<file path="src/rtl/wide_add_sequencer_if.sv">
// Operand, slice-adder and result signals of the wide-add sequencer.
// slave is the sequencer's view; master is the surrounding logic (operand source, adder slice, result sink).
interface wide_add_sequencer_if #(
   parameter int N = 32,
   parameter int K = 4
);
   localparam int W = N * K;

   logic          in_valid;
   logic          in_ready;
   logic [W-1:0]  in_a;
   logic [W-1:0]  in_b;
   logic          in_ci;

   logic [N-1:0]  slice_a;
   logic [N-1:0]  slice_b;
   logic          slice_ci;
   logic [N-1:0]  slice_so;
   logic          slice_co;

   logic          out_valid;
   logic          out_ready;
   logic [W-1:0]  out_sum;
   logic          out_co;
   logic          out_ov;

   modport slave (
      input  in_valid, in_a, in_b, in_ci, slice_so, slice_co, out_ready,
      output in_ready, slice_a, slice_b, slice_ci, out_valid, out_sum, out_co, out_ov
   );

   modport master (
      output in_valid, in_a, in_b, in_ci, slice_so, slice_co, out_ready,
      input  in_ready, slice_a, slice_b, slice_ci, out_valid, out_sum, out_co, out_ov
   );
endinterface

</file>
<file path="src/rtl/wide_add_sequencer.sv">
// Feeds a W = N*K bit add through an external N-bit combinational adder slice,
// one chunk per cycle LSB first, rippling the carry through a register.
module wide_add_sequencer #(
   parameter int N = 32,
   parameter int K = 4
) (
   input  logic                   clk,
   input  logic                   rst_n,
   wide_add_sequencer_if.slave    bus
);
   localparam int W     = N * K;
   localparam int IDX_W = (K > 1) ? $clog2(K) : 1;
   localparam logic [IDX_W-1:0] LAST_IDX = IDX_W'(K - 1);

   typedef enum logic [1:0] {IDLE = 2'd0, RUN = 2'd1, DONE = 2'd2} state_t;

   state_t             state_q, state_d;
   logic [IDX_W-1:0]   idx_q, idx_d;
   logic               carry_q, carry_d;
   logic [W-1:0]       a_q, a_d;
   logic [W-1:0]       b_q, b_d;
   logic [W-1:0]       sum_q, sum_d;
   logic [W-1:0]       res_sum_q, res_sum_d;
   logic               res_co_q, res_co_d;
   logic               res_ov_q, res_ov_d;

   always_ff @(posedge clk or negedge rst_n) begin
      if (!rst_n) begin
         state_q   <= IDLE;
         idx_q     <= '0;
         carry_q   <= 1'b0;
         a_q       <= '0;
         b_q       <= '0;
         sum_q     <= '0;
         res_sum_q <= '0;
         res_co_q  <= 1'b0;
         res_ov_q  <= 1'b0;
      end else begin
         state_q   <= state_d;
         idx_q     <= idx_d;
         carry_q   <= carry_d;
         a_q       <= a_d;
         b_q       <= b_d;
         sum_q     <= sum_d;
         res_sum_q <= res_sum_d;
         res_co_q  <= res_co_d;
         res_ov_q  <= res_ov_d;
      end
   end

   always_comb begin
      state_d   = state_q;
      idx_d     = idx_q;
      carry_d   = carry_q;
      a_d       = a_q;
      b_d       = b_q;
      sum_d     = sum_q;
      res_sum_d = res_sum_q;
      res_co_d  = res_co_q;
      res_ov_d  = res_ov_q;
      case (state_q)
         IDLE: begin
            if (bus.in_valid) begin
               a_d     = bus.in_a;
               b_d     = bus.in_b;
               carry_d = bus.in_ci;
               idx_d   = '0;
               state_d = RUN;
            end
         end
         RUN: begin
            for (int i = 0; i < K; i++) begin
               if (int'(idx_q) == i) sum_d[i*N +: N] = bus.slice_so;
            end
            carry_d = bus.slice_co;
            if (idx_q == LAST_IDX) begin
               // Result registers are loaded once, so they stay put through DONE and afterwards.
               state_d   = DONE;
               res_sum_d = sum_d;
               res_co_d  = bus.slice_co;
               res_ov_d  = (a_q[W-1] == b_q[W-1]) && (sum_d[W-1] != a_q[W-1]);
            end else begin
               idx_d = idx_q + 1'b1;
            end
         end
         DONE: begin
            if (bus.out_ready) state_d = IDLE;
         end
         default: state_d = IDLE;
      endcase
   end

   always_comb begin
      bus.in_ready  = (state_q == IDLE);
      bus.out_valid = (state_q == DONE);
      bus.slice_a   = '0;
      bus.slice_b   = '0;
      bus.slice_ci  = 1'b0;
      if (state_q == RUN) begin
         for (int i = 0; i < K; i++) begin
            if (int'(idx_q) == i) begin
               bus.slice_a = a_q[i*N +: N];
               bus.slice_b = b_q[i*N +: N];
            end
         end
         bus.slice_ci = carry_q;
      end
   end

   assign bus.out_sum = res_sum_q;
   assign bus.out_co  = res_co_q;
   assign bus.out_ov  = res_ov_q;
endmodule

</file>
<file path="src/flat_wrapper.sv">
// flat-port wrapper written by rule: the top's interface ports become plain ports
module wide_add_sequencer_flat 
#(
   parameter int N = 32,
   parameter int K = 4
)
  (clk, rst_n, bus_in_valid, bus_in_a, bus_in_b, bus_in_ci, bus_slice_so, bus_slice_co, bus_out_ready, bus_in_ready, bus_slice_a, bus_slice_b, bus_slice_ci, bus_out_valid, bus_out_sum, bus_out_co, bus_out_ov);
  wide_add_sequencer_if #(.N(N), .K(K)) bus_i ();
  input  logic clk;
  input  logic rst_n;
  input wire logic [$bits(bus_i.in_valid)-1:0] bus_in_valid;
  input wire logic [$bits(bus_i.in_a)-1:0] bus_in_a;
  input wire logic [$bits(bus_i.in_b)-1:0] bus_in_b;
  input wire logic [$bits(bus_i.in_ci)-1:0] bus_in_ci;
  input wire logic [$bits(bus_i.slice_so)-1:0] bus_slice_so;
  input wire logic [$bits(bus_i.slice_co)-1:0] bus_slice_co;
  input wire logic [$bits(bus_i.out_ready)-1:0] bus_out_ready;
  output wire logic [$bits(bus_i.in_ready)-1:0] bus_in_ready;
  output wire logic [$bits(bus_i.slice_a)-1:0] bus_slice_a;
  output wire logic [$bits(bus_i.slice_b)-1:0] bus_slice_b;
  output wire logic [$bits(bus_i.slice_ci)-1:0] bus_slice_ci;
  output wire logic [$bits(bus_i.out_valid)-1:0] bus_out_valid;
  output wire logic [$bits(bus_i.out_sum)-1:0] bus_out_sum;
  output wire logic [$bits(bus_i.out_co)-1:0] bus_out_co;
  output wire logic [$bits(bus_i.out_ov)-1:0] bus_out_ov;
  assign bus_i.in_valid = bus_in_valid;
  assign bus_i.in_a = bus_in_a;
  assign bus_i.in_b = bus_in_b;
  assign bus_i.in_ci = bus_in_ci;
  assign bus_i.slice_so = bus_slice_so;
  assign bus_i.slice_co = bus_slice_co;
  assign bus_i.out_ready = bus_out_ready;
  assign bus_in_ready = bus_i.in_ready;
  assign bus_slice_a = bus_i.slice_a;
  assign bus_slice_b = bus_i.slice_b;
  assign bus_slice_ci = bus_i.slice_ci;
  assign bus_out_valid = bus_i.out_valid;
  assign bus_out_sum = bus_i.out_sum;
  assign bus_out_co = bus_i.out_co;
  assign bus_out_ov = bus_i.out_ov;
  wide_add_sequencer #(.N(N), .K(K)) u_core (.clk(clk), .rst_n(rst_n), .bus(bus_i));
endmodule
</file>
<file path="config.mk">
export PLATFORM = sky130hd
export DESIGN_NAME = wide_add_sequencer_flat
export DESIGN_NICKNAME = d
export VERILOG_FILES = /design/src/rtl/wide_add_sequencer_if.sv /design/src/rtl/wide_add_sequencer.sv /design/src/flat_wrapper.sv
export SDC_FILE = /design/constraint.sdc
export NUM_CORES = 1
export LEC_CHECK = 0
export CELL_PAD_IN_SITES_DETAIL_PLACEMENT = 2
export CELL_PAD_IN_SITES_GLOBAL_PLACEMENT = 2
export CORE_UTILIZATION = 36
export DETAILED_ROUTE_END_ITERATION = 10
export MAX_ROUTING_LAYER = met4
export PLACE_DENSITY = 0.95
export SLEW_MARGIN = 20
export SYNTH_ARGS = -nofsm -noshare
export SYNTH_HDL_FRONTEND = slang
export SYNTH_SLANG_ARGS = --single-unit
</file>
<file path="constraint.sdc">
create_clock -name clk -period 3.2 [get_ports clk]
set_input_delay 0.32 -clock clk [delete_from_list [all_inputs] [get_ports clk]]
set_output_delay 0.32 -clock clk [all_outputs]
set_load 0.03 [all_outputs]
</file>
# --- Word-level counts from Yosys, hierarchy flattened ---
# Index checks and enable logic that the tools add are counted.
word_totals:
  regBits: 519
  latch_bits: 0
  output_inout_bits: 197
  ramBits: 0
  word_cells: 56
  memories: 0
  rom_bits: 0
op_classes:
  shifts: 0
  n_addsub: 1
  magnitude_cmp: 0
  reduce_logical: 9
  n_eq_ne: 12
  mul: 0
  muxes: 25
  div_mod_pow: 0
  bitwise_logic: 0
ops:
  columns: ["cell", "n"]
  rows:
  - ["$mux W32", 15]
  - ["$mux W2", 5]
  - ["$eq A2 B2 Y1 const B", 4]
  - ["$ne A2 B2 Y1 const B", 3]
  - ["$pmux W2 S3", 1]
  - ["$reduce_and A2 Y1", 3]
  - ["$reduce_and A3 Y1", 2]
  - ["$eq A2 B1 Y1 const B", 2]
  - ["$logic_not A2 Y1", 2]
  - ["$pmux W2 S2", 1]
  - ["$add A2 B1 Y2 const B", 1]
  - ["$mux W1", 2]
  - ["$ne A2 B1 Y1 const B", 1]
  - ["$pmux W1 S2", 1]
  - ["$reduce_bool A2 Y1", 1]
  - ["$eq A1 B1 Y1", 1]
  - ["$logic_and A1 B1 Y1", 1]
  - ["$ne A1 B1 Y1", 1]

# --- Logic depth before layout (Yosys ltp) ---
# Gate-level depths: netlist of run 1.
depth:
  word_depth: 6
  mapped_depth: 8

# --- Worst setup path before layout of run 1 ---
# OpenSTA, ideal clock, no wires.
synth_path:
  path_kind: "reg2out"
  startpoint: "register u_core.idx_q[0]"
  endpoint: "output bus_slice_a[22]"
  stages_incl_launch_ff: 8
  setup_slack_ns: 1.008
  arrival_ns: 1.872
  path_buffers: 3
  path_cell_list: "dfrtp_1 -> inv_1 -> ha_1 -> buf_2 -> buf_2 -> clkbuf_1 -> a221oi_1 -> o2bb2ai_1"
synth_between:
  elab_chain_len: 6
synth_lines:
  columns: ["item", "line", "rtl"]
  rows:
  - ["from (decl)", "wide_add_sequencer.sv:18", "logic [IDX_W-1:0] idx_q, idx_d;"]
  - ["from (signal assigned)", "wide_add_sequencer.sv:40", "idx_q <= idx_d;"]
  - ["$logic_not A2 Y1", "wide_add_sequencer.sv:101", "if (int'(idx_q) == i) begin"]
  - ["$mux W32 (3 in series)", "wide_add_sequencer.sv:101", null]
  - ["$mux W32 *", "wide_add_sequencer.sv:101", null]
  - ["$mux W32 *", "wide_add_sequencer.sv:99", "if (state_q == RUN) begin"]
  - ["to (decl)", "flat_wrapper.sv:19", "output wire logic [$bits(bus_i.slice_a)-1:0] bus_slice_a;"]
# Every way passes the cells marked *; elsewhere a longest branch is shown, timed or not.

# --- Final worst setup path of run 1 ---
layout_path:
  startpoint: "register u_core.idx_q[1]"
  endpoint: "output bus_slice_b[26]"
layout_between:
  elab_chain_len: 6
layout_lines:
  columns: ["item", "line", "rtl"]
  rows:
  - ["$logic_not A2 Y1", "wide_add_sequencer.sv:101", null]
  - ["$mux W32 (3 in series)", "wide_add_sequencer.sv:101", null]
  - ["$mux W32 *", "wide_add_sequencer.sv:101", null]
  - ["$mux W32 *", "wide_add_sequencer.sv:99", null]
  - ["to (decl)", "flat_wrapper.sv:20", "output wire logic [$bits(bus_i.slice_b)-1:0] bus_slice_b;"]
# Marked as above.

==> impl_metrics.ini, run 1 <==
[run_status]
status = complete, no violations

[sta]
setup_ws_ps = 93.4
drv_slew = 0
fmaxAchievable_mhz = 322
fin_tns_setup_ps = 0
period_share = 0.971
setup_viol = 0
fin_crit_ps = 3110
finalHoldViolCount = 0
relSlewSlack = 0.516
worst_slew_pin_slew_ps = 726
clock_skew_ps = 18.6

[floorplan]
start_util = 0.366
io-pin-count = 491
die_w_um = 242
rows = 87
die_area_um2 = 58700
fp.dieH_um = 242
core_region_area_um2 = 56700

[cts]
clock_latency_ps = 600
cts_setup_buffers = 0
clkSinkCount = 487
clock_path_buffers = 3
htreeDepth = 2
root_buffer = clkbuf_16
path_clk_slew_ps = 60
cts_tree = built
numCtsBuffers = 55

[routing]
detail-route-antenna-nets = 0
post_drt_wl_per_cell_um = 29.2
first_iter_violations = 627
first_pass_iters = 5
drc_errors = 0
via_per_inst = 5.41
routed_wl_mm = 81.8
vias = 15100

[power_and_ir_drop]
ir_drop_mv = 0.673
p_leak_nw = 11.7
power_density_nw_per_um2 = 1230

[yosys]
synth.avg_cell_area_um2 = 13.8
synth_edf_count = 0
async_flop_share = 1.00
netlist_instances = 1511
synth.most_common_cell = dfrtp_1
ys_seq_area_frac = 0.586
synthTopCellsByCount = dfrtp_1, mux2_2, o21ai_0
yosysWarnings = 0
synth.top_cells.by_area = dfrtp_1, mux2_2, mux2i_1
yosysTopAreaCell = dfrtp_1
post_synth_num_cell_types = 29
syn_area_um2 = 20800
ys.flop_type = dfrtp_1
yosys_register_bits = 487
synth_top_area_share = 0.586
synth_fp_nets = 1809

[placement]
portBuffers = 490
gp_congestion = 0.884
placed_area_um2 = 26300
dp_hpwl_mm = 54.6
place_ws_ps = 539

[grt]
grt.overflow.total = 0
grt_max_degree = 86
antenna_found_initial = 16
grt_usage = 0.284
grt_pass1_wl_mm = 122
grt_pass1_vias = 18000

[finish]
multiInputGateArea_um2 = 7890
drive_above_1_share = 0.293
finish.net_count = 2278
fillers = 5253
regArea_um2 = 12200
final_area_um2 = 28300
area_delta_synth_final_pct = 36.0

[setup_path]
startpoint_type = register
worstSetupPathType = register to output pin
slowest_stage = dfrtp_1
end_kind = output pin
critical_path_buf_inv_count = 2
slowest_delay_ps = 460
critPathArrivalTime_ps = 2790
crit_chain = ha_1 > nor3b_4 > buf_12 > o21ai_0 > o2bb2ai_1 > buf_4
critPathTopFamily = compound AO/OA/AOI/OAI gates
crit_fanout = 65
cp_data_required_time_ps = 2880

[min_path]
hp-class = input port to asynchronous set/reset pin

[flow_run]
max-cap-violations = 0
[timing repair]
action	4_1_cts	5_1_grt
hold endpoints to repair	61	0
gates resized for setup	4	2
hold buffers	1	0
endpoints found under the setup margin	10	2
[worst register-to-register path, delay by kind of cell (launching register included)]
family | cells | cell delay [ps]
buf+inv | 1 | 540
simple gates | 1 | 550
mux | 1 | 330
flops | 1 | 470
fa+ha+maj | 1 | 380
[stage by stage]
stage               std cells  power [W]  utilization  hold slack [ps]
floorplan                1511     0.0209            -             24.4
detailed placement       2678     0.0280        0.464              358
global route             2796     0.0363        0.498              318
finish                   2797     0.0349        0.498              333
CTS                      2780     0.0351        0.497              305
global placement         2678     0.0264        0.464              357
[cells by family after synthesis]
logic type,after synthesis,synth area share
AO/OA/AOI/OAI,298,0.0953
buffers and inverters,124,0.0368
AND/OR/NAND/NOR,117,0.0243
flip-flops,487,0.586
adder cells (fa/ha/maj),4,0.00241
multiplexers,481,0.255
[routing by layer]
metal,GRT usage,vias up,share of wire
met5,-,-,0
met4,0.0916,0,0.028
met3,0.0634,137,0.056
met2,0.505,462,0.53
met1,0.314,8062,0.38
li1,-,6466,-
[flip-flops by register name, summed over array words and instances (netlist names)]
register            count
u_core.a_q            128
u_core.b_q            128
u_core.bus.out_sum    128
u_core.sum_q           96
u_core.idx_q            2
u_core.state_q          2
u_core.bus.out_co       1
u_core.bus.out_ov       1
u_core.carry_q          1
[placed cells by master, fill, tap and decap left out, drive strengths merged, types with 2 or more instances in the layout]
cell / n
a221oi: 64
a22oi: 2
and2: 2
buf: 103
bufinv: 5
clkbuf: 81
clkdlybuf4s50: 426
clkinv: 9
clkinvlp: 6
dfrtp: 487
diode: 17
ha: 4
inv: 6
mux2: 385
mux2i: 96
nand2: 101
nor2: 5
nor2b: 3
nor3b: 2
o21ai: 165
o2bb2ai: 64
[layout make-up]
type / count / share of cell area
clock inverter: 21 / 0.00921
multi-input combinational: 900 / 0.279
tap: 756 / 0.0335
timing repair buffer: 531 / 0.188
clock buffer: 80 / 0.0571
antenna: 17 / 0.00151
inverter: 5 / 0.000664
sequential: 487 / 0.431
[power breakdown]
group | switching (W) | leakage [nW] | internal [W]
clock | 0.00270 | 0.902 | 0.00390
combinational | 0.00948 | 5.01 | 0.00712
sequential | 0.00229 | 5.75 | 0.00937
[final timing paths]
kind | start | end | slack (ps) | cells after the start
setup / recovery | u_core.idx_q[1]$_DFFE_PN0P_ | bus_slice_b[26] | 90 | 6
hold / removal | rst_n | u_core.a_q[25]$_DFFE_PN0P_ | 330 | 2
setup reg to reg | u_core.idx_q[1]$_DFFE_PN0P_ | u_core.bus.out_sum[112]$_DFFE_PN0P_ | 820 | 4
hold reg to reg | u_core.bus.out_sum[67]$_DFFE_PN0P_ | u_core.bus.out_sum[67]$_DFFE_PN0P_ | 480 | 2
max in group asynchronous | rst_n | u_core.b_q[51]$_DFFE_PN0P_ | 1810 | 3
min in group clk | bus_out_ready | u_core.state_q[1]$_DFFE_PN0P_ | 340 | 2
(Power assumes the default switching activity.)
==> inputs of run 2 (changes only) <==
--- a/config.mk
+++ b/config.mk
@@ -11,6 +11,7 @@
 export DETAILED_ROUTE_END_ITERATION = 10
 export MAX_ROUTING_LAYER = met4
 export PLACE_DENSITY = 0.95
+export SKIP_CTS_REPAIR_TIMING = 1
 export SLEW_MARGIN = 20
 export SYNTH_ARGS = -nofsm -noshare
 export SYNTH_HDL_FRONTEND = slang
==> run 2 against run 1 <==
Net effect:
- non-clock buffer count unchanged
- clock power barely moved
- fmax is 0.22% higher
- hold slack improved by 0.89 ps
- flip-flop and latch count unchanged
- sequential share of layout area unchanged
- sequential power barely moved
- routed wire length hardly changed
- critical path type unchanged
- largest power group unchanged
- highest routed layer unchanged
==> impl_metrics.ini, run 2 (synthesis results as in run 1) <==
[floorplan]
die_area_um2 = 58700
fp.dieH_um = 242
rows = 87
core_region_area_um2 = 56700
io-pin-count = 491
die_w_um = 242
start_util = 0.366

[cts]
numCtsBuffers = 55
htreeDepth = 2
clkSinkCount = 487
cts_tree = built
clock_latency_ps = 600
root_buffer = clkbuf_16
clock_path_buffers = 3
path_clk_slew_ps = 60

[sta]
fin_crit_ps = 3100
drv_slew = 0
relSlewSlack = 0.516
worst_slew_pin_slew_ps = 727
clock_skew_ps = 18.9
setup_viol = 0
period_share = 0.969
finalHoldViolCount = 0
fmaxAchievable_mhz = 323

[power_and_ir_drop]
p_leak_nw = 11.7
ir_drop_mv = 0.658
switching_power_w = 0.0145
pwr-share-clk = 0.189
power_density_nw_per_um2 = 1230
internal-power_w = 0.0204
power_frac_seq = 0.335
sw_frac_of_total = 0.415
totalPowerFinal_w = 0.0349
combPwrFrac = 0.476

[finish]
utilization = 0.498
regArea_um2 = 12200
finalNonFillerCells = 2797
drive_above_1_share = 0.293
fillers = 5257
finish.net_count = 2278
layout_commonest_cell = dfrtp_1
multiInputGateArea_um2 = 7890
area_delta_synth_final_pct = 36.0
final_cell_mix = dfrtp_1, clkdlybuf4s50_1, mux2_2

[setup_path]
critPathTopFamily = compound AO/OA/AOI/OAI gates
critPathArrivalTime_ps = 2780
critical_path_buf_inv_count = 2
slowest_stage = dfrtp_1
slowest_delay_ps = 460
cp_data_required_time_ps = 2880
crit_fanout = 65
end_kind = output pin
worstSetupPathType = register to output pin
crit_chain = ha_1 > nor3b_4 > buf_12 > o21ai_0 > o2bb2ai_1 > buf_4
startpoint_type = register

[routing]
vias = 15100
detail-route-antenna-nets = 0
via_per_inst = 5.40
first_iter_violations = 599
first_pass_iters = 5
routed_wl_mm = 81.7
post_drt_wl_per_cell_um = 29.2
drc_errors = 0

[placement]
dp_hpwl_mm = 54.6
gp_congestion = 0.884
portBuffers = 490
place_inst = 2678

[run_status]
status = complete, no violations

[grt]
grt_pass1_wl_mm = 122
grt_max_degree = 86
grt.overflow.total = 0
grt_pass1_vias = 17900
grt_usage = 0.284
antenna_found_initial = 16

[min_path]
hp-class = input port to asynchronous set/reset pin

[flow_run]
max-cap-violations = 0
==> run 2: cell counts in the layout (fill, tap and decap cells not counted) <==
Identical to the previous run, type by type.
==> run 2: final cells by class <==
cell class / instances / area share
Multi-Input combinational cell: 900 / 0.279
Antenna cell: 17 / 0.00151
Clock buffer: 80 / 0.0571
Sequential cell: 487 / 0.431
Timing Repair Buffer: 531 / 0.188
Inverter: 5 / 0.000664
Clock inverter: 21 / 0.00921
Tap cell: 756 / 0.0335
==> run 2: routing by layer <==
layer	GRT usage	routed length (um)	vias to the layer above
met5	-	0	-
met4	0.0916	2390	0
met3	0.0633	4590	139
met2	0.505	43600	465
met1	0.314	31200	8038
li1	-	-	6473
==> run 2: per-stage QoR <==
stage	worst slack (ps)	cell area (um2)	hold slack [ps]	TNS (ps)
2_1_floorplan	1010	20800	24.4	0
3_3_place_gp	668	26300	357	0
4_1_cts	-174	28200	-277	-479
5_1_grt	-13.3	28300	318	-13.3
3_5_place_dp	539	26300	358	0
6_report	100	28300	334	0
==> run 2: power groups by stage <==
stage          Sequential, W  Combinational, W  Clock, W
3_3_place_gp          0.0111            0.0153         0
4_1_cts               0.0116            0.0168   0.00672
6_report              0.0117            0.0166   0.00660
5_1_grt               0.0119            0.0175   0.00693
2_1_floorplan         0.0123           0.00863         0
3_5_place_dp          0.0116            0.0164         0
==> run 2: final timing paths <==
check | depth (start not counted) | startpoint | slack [ps] | endpoint
setup / recovery | 6 | u_core.idx_q[1]$_DFFE_PN0P_ | 100 | bus_slice_b[26]
hold / removal | 2 | rst_n | 330 | u_core.a_q[25]$_DFFE_PN0P_
setup reg to reg | 5 | u_core.idx_q[1]$_DFFE_PN0P_ | 810 | u_core.bus.out_sum[80]$_DFFE_PN0P_
hold reg to reg | 2 | u_core.bus.out_sum[67]$_DFFE_PN0P_ | 480 | u_core.bus.out_sum[67]$_DFFE_PN0P_
max in group asynchronous | 3 | rst_n | 1810 | u_core.b_q[51]$_DFFE_PN0P_
min in group clk | 2 | bus_out_ready | 340 | u_core.state_q[1]$_DFFE_PN0P_
